--- src/rtl/rom_pkg.sv ---
// rtl/rom_pkg.sv - shared types and helpers for the arbitrated ROM
package rom_pkg;

  localparam int MAX_CHANNELS = 16;
  localparam int CHAN_TAG_W   = 4;

  // Response tag travels beside the read data through every pipeline stage.
  typedef struct packed {
    logic [CHAN_TAG_W-1:0] chan;
    logic                  oob;
  } rsp_tag_t;

  function automatic int clog2_min1(input int n);
    return (n <= 2) ? 1 : $clog2(n);
  endfunction

endpackage

--- src/rtl/rom_arb_sync_rr_arbiter.sv ---
// rtl/rom_arb_sync_rr_arbiter.sv - round-robin arbiter owning the priority pointer
module rr_arbiter
  import rom_pkg::*;
#(
  parameter  int N  = 4,
  localparam int IW = clog2_min1(N)
) (
  input  logic          clk,
  input  logic          rst_n,
  input  logic [N-1:0]  req,
  input  logic          en,
  output logic [N-1:0]  gnt,
  output logic [IW-1:0] idx
);

  logic [IW-1:0] r_ptr;
  logic          w_found;

  // Lowest requester overall is the wrap-around fallback; a requester at or
  // above the pointer overrides it, giving the ptr, ptr+1, ... search order.
  always_comb begin
    gnt     = '0;
    idx     = '0;
    w_found = 1'b0;
    for (int c = N - 1; c >= 0; c--) begin
      if (req[c]) begin
        idx     = IW'(c);
        w_found = 1'b1;
      end
    end
    for (int c = N - 1; c >= 0; c--) begin
      if (req[c] && (c >= int'(r_ptr))) begin
        idx = IW'(c);
      end
    end
    if (w_found) begin
      gnt = N'(1) << idx;
    end
  end

  always_ff @(posedge clk or negedge rst_n) begin
    if (!rst_n) begin
      r_ptr <= '0;
    end else if (en && w_found) begin
      r_ptr <= (int'(idx) == N - 1) ? '0 : idx + IW'(1);
    end
  end

endmodule

--- src/rtl/rom_arb_sync.sv ---
// rtl/rom_arb_sync.sv - single-port synchronous ROM shared by round-robin read clients
module rom_arb_sync
  import rom_pkg::*;
#(
  parameter int  WIDTH    = 8,
  parameter int  DEPTH    = 256,
  parameter int  CHANNELS = 4,
  parameter      INIT_F   = "",
  parameter int  OUT_REG  = 1,
  localparam int ADDRW    = clog2_min1(DEPTH),
  localparam int CW       = clog2_min1(CHANNELS)
) (
  input  logic                      clk,
  input  logic                      rst_n,
  input  logic [CHANNELS-1:0]       req_valid,
  input  logic [CHANNELS*ADDRW-1:0] req_addr,
  output logic [CHANNELS-1:0]       req_ready,
  output logic                      rsp_valid,
  output logic [CW-1:0]             rsp_chan,
  output logic [WIDTH-1:0]          rsp_data,
  output logic                      rsp_oob
);

  logic [WIDTH-1:0] r_mem [0:DEPTH-1];

  logic [CHANNELS-1:0] w_gnt;
  logic [CW-1:0]       w_idx;
  logic                w_accept;
  logic [ADDRW-1:0]    w_addr;
  logic                w_oob;
  rsp_tag_t            w_tag0;

  rr_arbiter #(.N(CHANNELS)) u_arb (
    .clk   (clk),
    .rst_n (rst_n),
    .req   (req_valid),
    .en    (w_accept),
    .gnt   (w_gnt),
    .idx   (w_idx)
  );

  assign req_ready = w_gnt;
  assign w_accept  = |(req_valid & w_gnt);
  assign w_addr    = req_addr[w_idx*ADDRW +: ADDRW];
  assign w_oob     = 32'(w_addr) >= 32'(DEPTH);

  always_comb begin
    w_tag0      = '0;
    w_tag0.chan = CHAN_TAG_W'(w_idx);
    w_tag0.oob  = w_oob;
  end

  // Array read stays reset-free so it maps onto block RAM.
  logic [WIDTH-1:0] r_rdata;

  always_ff @(posedge clk) begin
    if (w_accept && !w_oob) begin
      r_rdata <= r_mem[w_addr];
    end
  end

  logic             r_v1;
  logic             r_live1;
  rsp_tag_t         r_tag1;
  logic [WIDTH-1:0] w_data1;

  always_ff @(posedge clk or negedge rst_n) begin
    if (!rst_n) begin
      r_v1    <= 1'b0;
      r_live1 <= 1'b0;
      r_tag1  <= '0;
    end else begin
      r_v1 <= w_accept;
      if (w_accept) begin
        r_tag1  <= w_tag0;
        r_live1 <= 1'b1;
      end
    end
  end

  // r_live1 masks the unreset RAM latch until a real request has landed.
  assign w_data1 = (r_live1 && !r_tag1.oob) ? r_rdata : '0;

  generate
    if (OUT_REG != 0) begin : g_out_reg
      logic             r_v2;
      rsp_tag_t         r_tag2;
      logic [WIDTH-1:0] r_d2;

      always_ff @(posedge clk or negedge rst_n) begin
        if (!rst_n) begin
          r_v2   <= 1'b0;
          r_tag2 <= '0;
          r_d2   <= '0;
        end else begin
          r_v2 <= r_v1;
          if (r_v1) begin
            r_tag2 <= r_tag1;
            r_d2   <= w_data1;
          end
        end
      end

      assign rsp_valid = r_v2;
      assign rsp_chan  = r_tag2.chan[CW-1:0];
      assign rsp_oob   = r_tag2.oob;
      assign rsp_data  = r_d2;
    end else begin : g_no_out_reg
      assign rsp_valid = r_v1;
      assign rsp_chan  = r_tag1.chan[CW-1:0];
      assign rsp_oob   = r_tag1.oob;
      assign rsp_data  = w_data1;
    end
  endgenerate

endmodule

--- config.mk ---
export PLATFORM = sky130hd
export DESIGN_NAME = rom_arb_sync
export DESIGN_NICKNAME = d
export VERILOG_FILES = /design/src/rtl/rom_pkg.sv /design/src/rtl/rom_arb_sync_rr_arbiter.sv /design/src/rtl/rom_arb_sync.sv
export SDC_FILE = /design/constraint.sdc
export NUM_CORES = 1
export LEC_CHECK = 0
export BUFFER_PORTS_ARGS = -buffer_cell sky130_fd_sc_hd__buf_2
export CAP_MARGIN = 25
export CORE_AREA = 8 8 50 52
export DETAILED_ROUTE_END_ITERATION = 6
export DIE_AREA = 0 0 58 60
export HOLD_SLACK_MARGIN = 0.06
export PLACE_DENSITY = 0.85
export REMOVE_ABC_BUFFERS = 1
export SLEW_MARGIN = 10
export SYNTH_ARGS = -nofsm -noshare
export SYNTH_HDL_FRONTEND = slang
export SYNTH_HIERARCHICAL = 1
export SYNTH_SLANG_ARGS = --single-unit
export TNS_END_PERCENT = 30
--- constraint.sdc ---
create_clock -name clk -period 2.7 [get_ports clk]
set_input_delay 0.27 -clock clk [delete_from_list [all_inputs] [get_ports clk]]
set_output_delay 0.27 -clock clk [all_outputs]
set_load 0.05 [all_outputs]
==> impl_metrics.csv <==
group,metric,value,unit
final_layout,drive_above_1_share,40.9,%
placement,placement_stage_worst_setup_slack,388,ps
critical_path,timing.reg2reg.worst_path_depth,8,
detailed_routing,total_drc_errors_in_the_routed_layout,0,
global_routing,grt_antenna_before_repair,0,
final_layout,antenna-diode-count,0,
timing,final.period_utilization,85.9,%
floorplanning,fp.dieH,60,µm
critical_path,setup.worst_path.end_class,"flop",
clock_tree,clkLatencyLatePin,250,ps
clock_tree,cts-hold-fix-buffers,1,
logic_synthesis,synth_top_cells_by_count,"9 x sky130_fd_sc_hd__buf_4, 8 x sky130_fd_sc_hd__dfrtp_1, 4 x sky130_fd_sc_hd__ha_1, 4 x sky130_fd_sc_hd__nor2b_1, 3 x sky130_fd_sc_hd__mux2_4",
timing,rsz_0062_raised_after_global_routing,"no",
timing,slew_viol_final,0,
global_routing,grt_util_all_layers,7.21,%
status,outcome,"complete, no violations",
detailed_routing,drt_iter0_drc,8,
logic_synthesis,synth_top_area_share,34.5,%
floorplanning,core_area,0.00180,mm²
power,pwr_density_cell,1270,mW/mm²
power,irDropWorstVdd,0.000348,V
clock_tree,post_cts.resized_instances,0,
floorplanning,design.die.area,0.00348,mm²
clock_tree,cts.clk_slew.worst_paths,50,ps
final_layout,finalCoreUtilization,35.9,%
placement,placedCellCount,80,
clock_tree,cts_num_sinks,8,
clock_tree,cts_buffers,3,
placement,hpwl,943,µm
timing,setup_slack,382,ps
final_layout,final_nets,110,
min_path,worst_hold_path_type,"in -> async",
global_routing,grt_max_degree,10,
logic_synthesis,synth.largest_area_cell,"sky130_fd_sc_hd__dfrtp_1",
placement,routabilityCongestion,0.785,
floorplanning,number_of_standard_cell_rows_in_the_floorplan,16,
clock_tree,ctsLongestPathBuffers,2,
timing,clock.fmax,431,MHz
final_layout,final_cell_count_no_fill,84,
floorplanning,die-width,58,µm
critical_path,worst_setup_path_start_kind,"flop",
logic_synthesis,synth.lib_cells_used.distinct,25,
detailed_routing,viasPerCell,4.96,
critical_path,worstSetupStartpoint,"u_arb/r_ptr[1]",
final_layout,design_area,647,µm²
detailed_routing,wirelength,1130,µm
logic_synthesis,yosysMostFrequentCell,"sky130_fd_sc_hd__buf_4",
timing,final_period_minus_worst_setup_slack,2320,ps
logic_synthesis,ys_seq_area_share,34.5,%
critical_path,worst_r2r_startpoint,"u_arb/r_ptr[1]",
critical_path,r2r-end,"u_arb/r_ptr[1]",
critical_path,cp.required,2840,ps
detailed_routing,first_pass_detailed_route_iteration_total,4,
logic_synthesis,syn-instance-count,52,
detailed_routing,ant_nets,0,
logic_synthesis,synth-edff-count,0,
logic_synthesis,synth_area_leaders,"sky130_fd_sc_hd__dfrtp_1 34%, sky130_fd_sc_hd__buf_4 12%, sky130_fd_sc_hd__ha_1 8.6%, sky130_fd_sc_hd__mux2_4 7.8%, sky130_fd_sc_hd__a22oi_2 4.3%",
job,timing.max_cap.violations,0,
logic_synthesis,synth.avg_cell_area,11.2,µm²
detailed_routing,wl_per_cell,13.4,µm
clock_tree,cts_tree,"built",
logic_synthesis,synth_ff_type,"sky130_fd_sc_hd__dfrtp_1",
logic_synthesis,synth-async-reset-ratio,100,%
logic_synthesis,yosysWarnings,6,
power,power.static_leakage,0.320,nW
critical_path,critPathArrivalTime,2460,ps
clock_tree,post-cts-setup-buffers,0,
floorplanning,design.portCount,54,
logic_synthesis,syn-cell-area,581,µm²
timing,finClkSkew,1.85,ps
critical_path,worst-setup-path-type,"reg -> reg",
detailed_routing,vias,417,
final_layout,area_growth_syn_to_layout,11.4,%
timing,finalSetupViolations,0,
clock_tree,cts.htree.levels,1,
placement,buffer_ports.inserted,12,
timing,timing.slew.headroom,61.2,%
global_routing,grt_pass1_wl,1840,µm
final_layout,fill_cells,197,
critical_path,minimum_setup_slack_among_reg_to_reg_paths,380,ps
placement,dpl_cell_area,614,µm²
logic_synthesis,postSynthRegisterBits,8,
floorplanning,starting_density_of_the_core,32.2,%
global_routing,residual_overflow_from_global_routing,0,
global_routing,first_global_vias,431,
timing,max_slew.worst_pin.slew,577,ps
clock_tree,cts_root_buf,"sky130_fd_sc_hd__clkbuf_4",
critical_path,critical_path_peak_fanout,7,
timing,hold_viol,0,
timing,hold_slack,389,ps
==> routing by layer <==
layer | global-route usage, % | part of all wire (%) | vias to the layer above
met3 | 4.95 | 9.8 | 5
met5 | 0 | 0 | -
met1 | 6.78 | 38 | 197
met2 | 11.5 | 50 | 15
met4 | 4.20 | 1.8 | 0
li1 | - | - | 200
==> cells in the final DEF, fill, tap and decap left out, types with 2 or more instances in the layout <==
cell,count
sky130_fd_sc_hd__clkbuf_4,3
sky130_fd_sc_hd__ha_1,4
sky130_fd_sc_hd__o22a_2,2
sky130_fd_sc_hd__a22oi_2,2
sky130_fd_sc_hd__buf_2,12
sky130_fd_sc_hd__a21oi_1,2
sky130_fd_sc_hd__mux2_4,3
sky130_fd_sc_hd__dfrtp_1,8
sky130_fd_sc_hd__nor2b_1,4
sky130_fd_sc_hd__mux2_2,2
sky130_fd_sc_hd__conb_1,9
==> per-stage QoR <==
stage                     total power, mW  setup TNS [ps]
final                               0.818               0
after global routing                0.875               0
after CTS                           0.827               0
after detailed placement            0.733               0
after global placement              0.719               0
after floorplan                     0.630           -89.5
==> sequential cells by signal, indices dropped and copies added, names as in the netlist <==
name	flops
u_arb/r_ptr	2
r_v1	1
rsp_chan	2
r_tag1	2
rsp_valid	1
==> report_power, final <==
group | internal (mW) | total, mW | switching, mW
Sequential | 0.182 | 0.230 | 0.0474
Clock | 0.0507 | 0.0897 | 0.0389
Combinational | 0.183 | 0.499 | 0.316
Total | 0.416 | 0.818 | 0.402
==> worst max-delay path by stage <==
stage	slack [ps]	depth (start not counted)	end
detailed placement	390	8	u_arb/r_ptr[1]
floorplan	-90	9	u_arb/r_ptr[1]
global route	280	8	u_arb/r_ptr[1]
CTS	370	8	u_arb/r_ptr[1]
global placement	510	8	u_arb/r_ptr[1]
finish	380	8	u_arb/r_ptr[1]
==> final cells by class <==
class,instances,area (µm²),area share (%)
clock buffer,3,22.5,3.48
inverter,1,3.75,0.580
multi-input combinational,41,328,50.7
sequential,8,200,30.9
tap,18,22.5,3.48
timing repair buffer,13,70.1,10.8
==> cells by family (layout without fill, tap and decap cells) <==
group | after synthesis | count (layout) | share of synthesized area, %
other | 1 | 9 | 0.646
muxes | 6 | 6 | 13.4
and+or+nand+nor | 9 | 9 | 8.84
buffers and inverters | 11 | 17 | 14.2
DFF | 8 | 8 | 34.5
adders and majority gates | 4 | 4 | 8.62
AOI/OAI and AO/OA | 13 | 13 | 19.8
==> critical path, stage by stage, from the launching register on <==
cell	delay [ps]
sky130_fd_sc_hd__dfrtp_1	470
sky130_fd_sc_hd__mux2i_1	330
sky130_fd_sc_hd__o221ai_1	220
sky130_fd_sc_hd__ha_1	240
sky130_fd_sc_hd__nor2b_1	140
sky130_fd_sc_hd__a22oi_2	200
sky130_fd_sc_hd__nand2_2	120
sky130_fd_sc_hd__o41a_1	170
sky130_fd_sc_hd__mux2_4	310
Note: power is estimated with default switching activity, not from simulation.
